**src/rtl/mux_select_ctrl_pkg.sv**
```systemverilog
// Shared defaults for the 4:1 byte mux select path and a width helper.
// Combinational definitions only; no latency, no backpressure.
package mux_select_ctrl_pkg;

    localparam int DEF_NUM_INPUTS      = 4;
    localparam int DEF_SEL_WIDTH       = 2;
    localparam int DEF_DEBOUNCE_CYCLES = 4;
    localparam int DEF_SCAN_CYCLES     = 1000;

    typedef enum logic [1:0] {
        STEP_NONE,
        STEP_NEXT,
        STEP_PREV,
        STEP_CANCEL
    } step_t;

    // Counter width able to hold 0..n-1, never narrower than one bit.
    function automatic int cnt_width(input int n);
        return (n > 1) ? $clog2(n) : 1;
    endfunction

endpackage

```
**src/rtl/button_debounce.sv**
```systemverilog
// Two-flop synchroniser, debounce counter and registered press pulse for one button.
// Press pulse follows the raw rise by DEBOUNCE_CYCLES+2 edges; no backpressure.
module button_debounce
    import mux_select_ctrl_pkg::*;
#(
    parameter int DEBOUNCE_CYCLES = DEF_DEBOUNCE_CYCLES
) (
    input  logic clk,
    input  logic rst_n,
    input  logic btn_raw,
    output logic btn_level,
    output logic btn_press
);

    localparam int            CW      = cnt_width(DEBOUNCE_CYCLES);
    localparam logic [CW-1:0] CNT_MAX = CW'(DEBOUNCE_CYCLES - 1);

    logic          sync1_q, sync1_d;
    logic          sync2_q, sync2_d;
    logic          stable_q, stable_d;
    logic          press_q, press_d;
    logic [CW-1:0] cnt_q, cnt_d;

    always_comb begin
        sync1_d  = btn_raw;
        sync2_d  = sync1_q;
        stable_d = stable_q;
        cnt_d    = '0;
        press_d  = 1'b0;
        // Any agreeing edge clears the count, so only an unbroken run flips the state.
        if (sync2_q != stable_q) begin
            if (cnt_q == CNT_MAX) begin
                stable_d = ~stable_q;
                press_d  = ~stable_q;
            end else begin
                cnt_d = cnt_q + CW'(1);
            end
        end
    end

    always_ff @(posedge clk) begin
        if (!rst_n) begin
            sync1_q  <= 1'b0;
            sync2_q  <= 1'b0;
            stable_q <= 1'b0;
            press_q  <= 1'b0;
            cnt_q    <= '0;
        end else begin
            sync1_q  <= sync1_d;
            sync2_q  <= sync2_d;
            stable_q <= stable_d;
            press_q  <= press_d;
            cnt_q    <= cnt_d;
        end
    end

    assign btn_level = stable_q;
    assign btn_press = press_q;

endmodule

```
**src/rtl/mux_select_ctrl.sv**
```systemverilog
// Wrap-around mux select driven by debounced next/prev buttons and an auto-scan dwell timer.
// select/sel_changed update one edge after a press pulse or dwell expiry; no backpressure.
module mux_select_ctrl
    import mux_select_ctrl_pkg::*;
#(
    parameter int NUM_INPUTS      = DEF_NUM_INPUTS,
    parameter int SEL_WIDTH       = DEF_SEL_WIDTH,
    parameter int DEBOUNCE_CYCLES = DEF_DEBOUNCE_CYCLES,
    parameter int SCAN_CYCLES     = DEF_SCAN_CYCLES
) (
    input  logic                 clk,
    input  logic                 rst_n,
    input  logic                 btn_next,
    input  logic                 btn_prev,
    input  logic                 auto_en,
    output logic [SEL_WIDTH-1:0] select,
    output logic                 sel_changed
);

    localparam int                   DW        = cnt_width(SCAN_CYCLES);
    localparam logic [DW-1:0]        DWELL_MAX = DW'(SCAN_CYCLES - 1);
    localparam logic [SEL_WIDTH-1:0] SEL_LAST  = SEL_WIDTH'(NUM_INPUTS - 1);

    logic next_level, next_press;
    logic prev_level, prev_press;

    button_debounce #(.DEBOUNCE_CYCLES(DEBOUNCE_CYCLES)) u_next (
        .clk       (clk),
        .rst_n     (rst_n),
        .btn_raw   (btn_next),
        .btn_level (next_level),
        .btn_press (next_press)
    );

    button_debounce #(.DEBOUNCE_CYCLES(DEBOUNCE_CYCLES)) u_prev (
        .clk       (clk),
        .rst_n     (rst_n),
        .btn_raw   (btn_prev),
        .btn_level (prev_level),
        .btn_press (prev_press)
    );

    function automatic logic [SEL_WIDTH-1:0] sel_inc(input logic [SEL_WIDTH-1:0] s);
        return (s == SEL_LAST) ? '0 : s + SEL_WIDTH'(1);
    endfunction

    function automatic logic [SEL_WIDTH-1:0] sel_dec(input logic [SEL_WIDTH-1:0] s);
        return (s == '0) ? SEL_LAST : s - SEL_WIDTH'(1);
    endfunction

    step_t                step;
    logic [SEL_WIDTH-1:0] select_q, select_d;
    logic                 changed_q, changed_d;
    logic [DW-1:0]        dwell_q, dwell_d;

    always_comb begin
        case ({next_press, prev_press})
            2'b11:   step = STEP_CANCEL;
            2'b10:   step = STEP_NEXT;
            2'b01:   step = STEP_PREV;
            default: step = STEP_NONE;
        endcase
    end

    // Every non-idle step leaves dwell at zero, so a button beats a coincident auto advance.
    always_comb begin
        select_d = select_q;
        dwell_d  = '0;
        case (step)
            STEP_NEXT: select_d = sel_inc(select_q);
            STEP_PREV: select_d = sel_dec(select_q);
            STEP_NONE: begin
                if (auto_en) begin
                    if (dwell_q == DWELL_MAX) begin
                        select_d = sel_inc(select_q);
                    end else begin
                        dwell_d = dwell_q + DW'(1);
                    end
                end
            end
            default: select_d = select_q;
        endcase
        changed_d = (select_d != select_q);
    end

    always_ff @(posedge clk) begin
        if (!rst_n) begin
            select_q  <= '0;
            changed_q <= 1'b0;
            dwell_q   <= '0;
        end else begin
            select_q  <= select_d;
            changed_q <= changed_d;
            dwell_q   <= dwell_d;
        end
    end

    a_next_press_level: assert property (@(posedge clk) disable iff (!rst_n) next_press |-> next_level);
    a_prev_press_level: assert property (@(posedge clk) disable iff (!rst_n) prev_press |-> prev_level);

    assign select      = select_q;
    assign sel_changed = changed_q;

endmodule

```
**config.mk**
```make
export PLATFORM = sky130hd
export DESIGN_NAME = mux_select_ctrl
export DESIGN_NICKNAME = d
export VERILOG_FILES = /design/src/rtl/mux_select_ctrl_pkg.sv /design/src/rtl/button_debounce.sv /design/src/rtl/mux_select_ctrl.sv
export SDC_FILE = /design/constraint.sdc
export NUM_CORES = 1
export LEC_CHECK = 0
export CORE_ASPECT_RATIO = 1.75
export CORE_UTILIZATION = 30
export DETAILED_ROUTE_END_ITERATION = 12
export PLACE_DENSITY = 0.43
export SLEW_MARGIN = 20
export SYNTH_ARGS = -nofsm -noshare
export SYNTH_HDL_FRONTEND = slang
export SYNTH_SLANG_ARGS = --single-unit
```
**constraint.sdc**
```tcl
create_clock -name clk -period 5.3 [get_ports clk]
set_clock_uncertainty 0.2 [all_clocks]
set_input_delay 1.59 -clock clk [delete_from_list [all_inputs] [get_ports clk]]
set_output_delay 1.59 -clock clk [all_outputs]
set_load 0.05 [all_outputs]
```
# --- Yosys cells after proc, flatten, opt, wreduce, memory -nomap -nowiden ---
# Cells that the tools add are included.
word_totals:
  register_bits: 25
  latchBits: 0
  ram_bits: 0
  mem_bits_ro: 0
  inputBits: 5
  output_inout_bits: 3
  elab_cells: 52
  memories: 0
op_classes:
  add_sub_neg: 5
  n_mul: 0
  div: 0
  order_cmp: 0
  n_eq_ne: 12
  n_shift: 0
  muxes: 6
  bitwise: 7
  n_reduce_logical: 9
ops:
  columns: ["op", "n"]
  rows:
  - ["2-bit equality test (second input constant)", 6]
  - ["2-bit case mux with 3 select lines", 2]
  - ["10-bit by 1-bit adder with 10-bit output (second input constant)", 1]
  - ["10-bit equality test (second input constant)", 1]
  - ["2-bit two-way mux", 4]
  - ["1-bit inverter", 7]
  - ["2-bit by 1-bit adder with 2-bit output (second input constant)", 3]
  - ["3-bit AND reduction", 2]
  - ["3-bit OR reduction", 2]
  - ["2-bit by 1-bit equality test with 1-bit output (second input constant)", 2]
  - ["2-bit zero test", 2]
  - ["2-bit AND reduction", 2]
  - ["4-bit OR reduction", 1]
  - ["1-bit inequality test", 2]
  - ["2-bit inequality test", 1]
  - ["2-bit by 1-bit subtractor with 2-bit output (second input constant)", 1]

# --- Longest topological paths before layout ---
logic_depth:
  depth_word: 6
  depth_mapped: 6
  ltp_nobuf: 6

# --- Modules after synthesis ---
# From an unflattened synthesis, not the netlist that was laid out.
unflattened:
  hier_cells: 104
  hier_area_um2: 1081.0
modules_own_cells:
  columns: ["mod", "n_inst", "cells_each", "area_each_um2", "seq_area_each_um2"]
  rows:
  - ["mux_select_ctrl", 1, 74, 675.6, 260.2]
  - ["button_debounce", 2, 15, 202.7, 120.1]

# --- Worst setup path after synthesis ---
# Ideal clock, no wire load.
synth_timing:
  path_type: "register to output"
  startpoint: "reg select_q[0] (netlist: select[0])"
  endpoint: "out select[0]"
  arrival_time_ns: 0.712
  required_time_ns: 3.510
  slack_ns: 2.798
  path_stages_with_launch: 1
  n_path_buf: 0
  path_cell_list: "dfxtp_1"
synth_rtl:
  columns: ["item", "line", "text"]
  rows:
  - ["from (decl)", "mux_select_ctrl.sv:52", "logic [SEL_WIDTH-1:0] select_q, select_d;"]
  - ["from (signal assigned)", "mux_select_ctrl.sv:92", "select_q <= select_d;"]
  - ["to (decl)", "mux_select_ctrl.sv:16", "output logic [SEL_WIDTH-1:0] select,"]
# No word-level cell between the ends.

# --- Final worst setup path ---
layout_timing:
  startpoint: "reg select_q[0] (netlist: select[0])"
  endpoint: "out select[0]"
# No word-level cell between the ends.

==> metrics.txt <==
Sw Share 20.96%; Setup CP Type reg2out; buffers added on ports 7; Synth Cell Area 1136 µm²; largest net degree at the start of global routing 19; ys flop type dfxtp_1; post-cts resize count 0; Clk Latency, worst-skew pair 0.26 ns; HP Class reg2reg; r2r startpoint select[0]$_SDFF_PN0_; share of cells above drive strength 1 9.917%; Async S/R FF share, synth 0%; Syn Area/Cell 10.14 µm²; WL/cell 11.60 µm; vias per cell 4.940; pwr dens 241.8 nW/µm²; CTS buffer count 3; Warnings, synthesis 0; GP Congestion 0.7549; Die X 48.52 µm; total gr overflow 0; number of fill cells 381; FF+latch count, synth 25; hold slack 0.2379 ns; cell depth of the worst setup path 1; combinational share of power 3.5%; most frequent cells in the layout dfxtp_1, nand3_1, nor2_1; simple-gate portion of the synthesized area 32.38%; Setup TNS Final 0 ns; antenna viol nets, final 0; Max Clock Freq 294.1 MHz; hold buffer count at cts 0; final worst-path cycle share 64.15%; Post-DP Area 1256 µm²; final WL 1938 µm; Hold Crit Endpoint u_next.sync2_q$_SDFF_PN0_; sequential-to-total area share from yosys stat 44.05%; synthesized netlist cell count 112; flop2flop setup slack 3.19 ns; crit path max-delay cell type clkdlybuf4s50_1; vias 825; drc violations 0; post-CTS setup buffer count 0; Reg2Reg Depth 6; Clock power frac 35.6%; xor and xnor area share after synthesis 6.167%; Final min period 3.400 ns; # setup viols final 0; largest family of logic cells by synthesized area simple AND/OR/NAND/NOR gates; sequential share of power 61.0%; Max Cap Viol 0; clock sink total 25; Die ar. 4047 µm²; All-Layer GR Usage 10.62%; Worst setup SP type flip-flop; Max VDD drop 0.1296 mV; CP arrival 1.61 ns; Hold Path Cell Cnt 1; CTS root buf clkbuf_8; CP peak stage delay 0.86 ns; Max Slew Vio Count 0; P&R area growth vs syn 14.87%; Worst Path Max Fanout 9; Compound-Gate Fraction of Synth Area 6.608%; CP delay by family, top buffers and inverters; count of final hold-check violations 0; Net Sw Power 66.14 µW; Setup crit end kind output pin; EDFF count, synth 0; worst-path cell chain clkdlybuf4s50_1; die height 83.41 µm; RSZ-0062 raised after global routing no; Reg clk slew, reported paths 0.09 ns; # diodes 0; Max clock buf depth 2; Finished Cell Area 1305 µm²; Slew Limit Headroom 66.33%; internal power 249.4 µW; synthesized net count 122; post-synth cell types 36; CP bufs+invs 1; commonest non-fill, non-tap cell in the layout dfxtp_1; CTS tree built; row cnt 29; Worst-Margin Slew 0.5034 ns; WP data required 3.51 ns; global-route wire length before repair 3353 µm; DP Wirelength 1467 µm; reg2reg end sel_changed$_SDFF_PN0_; Post-layout nets 132; initial antenna violation count 0; Post-Synth Adder-Cell Area 5.507%; Starting DRT DRC Count 4; Initial Util 31.31%; status finished clean; vias in the first global route 785; HP Start u_next.sync1_q$_SDFF_PN0_; H-tree depth 1; Pre-Repair DR Iteration Count 4; core area 3628 µm²; mux contribution to synthesized area 3.634%; Boundary Pins 8; P_leak 0.0004785 µW
flip-flops by register name, indices dropped and copies added, names as in the netlist:
name              cells
u_next.btn_level      1
select                2
u_prev.btn_press      1
u_next.btn_press      1
u_next.sync1_q        1
u_next.sync2_q        1
dwell_q              10
u_prev.cnt_q          2
u_prev.btn_level      1
u_prev.sync1_q        1
u_next.cnt_q          2
sel_changed           1
u_prev.sync2_q        1
cells by family (layout without fill, tap and decap cells):
family | after synthesis | in the layout
flops | 25 | 25
simple gates | 54 | 54
mux | 4 | 4
fa+ha+maj | 5 | 5
compound gates | 11 | 11
buf+inv | 5 | 14
xor+xnor | 8 | 8
final cells by class:
| type | instances | area (µm²) | area share [%] |
|---|---|---|---|
| Clock inverter | 1 | 7.507 | 0.5753 |
| Sequential cell | 25 | 500.5 | 38.35 |
| Tap cell | 46 | 57.56 | 4.410 |
| Multi-Input combinational cell | 82 | 616.8 | 47.27 |
| Clock buffer | 3 | 41.29 | 3.164 |
| Inverter | 3 | 11.26 | 0.8629 |
| Timing Repair Buffer | 7 | 70.07 | 5.369 |
metrics by stage:
stage / utilization [%] / total power (µW) / setup WS, ns / instances
after detailed placement: 34.62 / 208.0 / 1.794 / 163
final: 35.97 / 315.6 / 1.900 / 167
after floorplan: - / 202.5 / 2.798 / 112
after global placement: 34.62 / 207.5 / 1.819 / 163
after CTS: 35.97 / 322.0 / 1.886 / 167
after global routing: 35.97 / 333.9 / 1.798 / 167
metal layers:
metal | vias up | wire length [µm] | part of all wire [%] | track usage (%)
met2 | 12 | 1005 | 52 | 18.05
met4 | 0 | 25 | 1.3 | 6.417
li1 | 419 | - | - | -
met1 | 392 | 851 | 44 | 12.02
met3 | 2 | 55 | 2.8 | 2.015
met5 | - | 0 | 0 | 0
worst reg2reg max path, delay by kind of cell, from the launching register on:
kind                       cells  cell delay (ns)
AOI/OAI and AO/OA              1             0.06
adders and majority gates      1             0.35
buffers and inverters          1             0.09
xor gates and xnor gates       1             0.19
and+or+nand+nor                2             0.62
DFF                            1             0.49
worst max path at each step:
stage | from | end
final | select[0]$_SDFF_PN0_ | select[0]
after global routing | select[0]$_SDFF_PN0_ | select[0]
after CTS | select[0]$_SDFF_PN0_ | select[0]
after detailed placement | rst_n | dwell_q[5]$_SDFF_PP0_
after global placement | rst_n | dwell_q[6]$_SDFF_PP0_
after floorplan | select[0]$_SDFF_PN0_ | select[0]
synth_stat cells (2+ instances only):
| cell | n | area (µm²) |
|---|---|---|
| nor4bb_1 | 2 | 20.02 |
| nor4b_1 | 2 | 17.52 |
| and4b_1 | 3 | 30.03 |
| nor2b_1 | 3 | 18.77 |
| a31oi_1 | 2 | 12.51 |
| o211ai_1 | 2 | 15.01 |
| nand4_4 | 2 | 42.54 |
| nand4_1 | 3 | 18.77 |
| xor2_1 | 6 | 52.55 |
| nand2_1 | 7 | 26.28 |
| xnor2_1 | 2 | 17.52 |
| nor2_1 | 8 | 30.03 |
| ha_1 | 5 | 62.56 |
| dfxtp_1 | 25 | 500.5 |
| nand3_1 | 8 | 40.04 |
| and2_1 | 4 | 25.02 |
| mux2i_1 | 3 | 30.03 |
| nand2b_1 | 2 | 12.51 |
| clkbuf_1 | 2 | 7.510 |
| inv_1 | 3 | 11.26 |
| a21oi_1 | 3 | 15.01 |
power by group through the flow:
stage / sequential [µW] / clock (µW) / combinational [µW]
after floorplan: 196 / 0 / 6.11
after global placement: 197 / 0 / 10.9
after detailed placement: 197 / 0 / 11.1
after CTS: 192 / 118 / 11.2
after global routing: 193 / 129 / 12.4
final: 192 / 112 / 11.0
No activity file was read; power rests on OpenSTA's default activity.
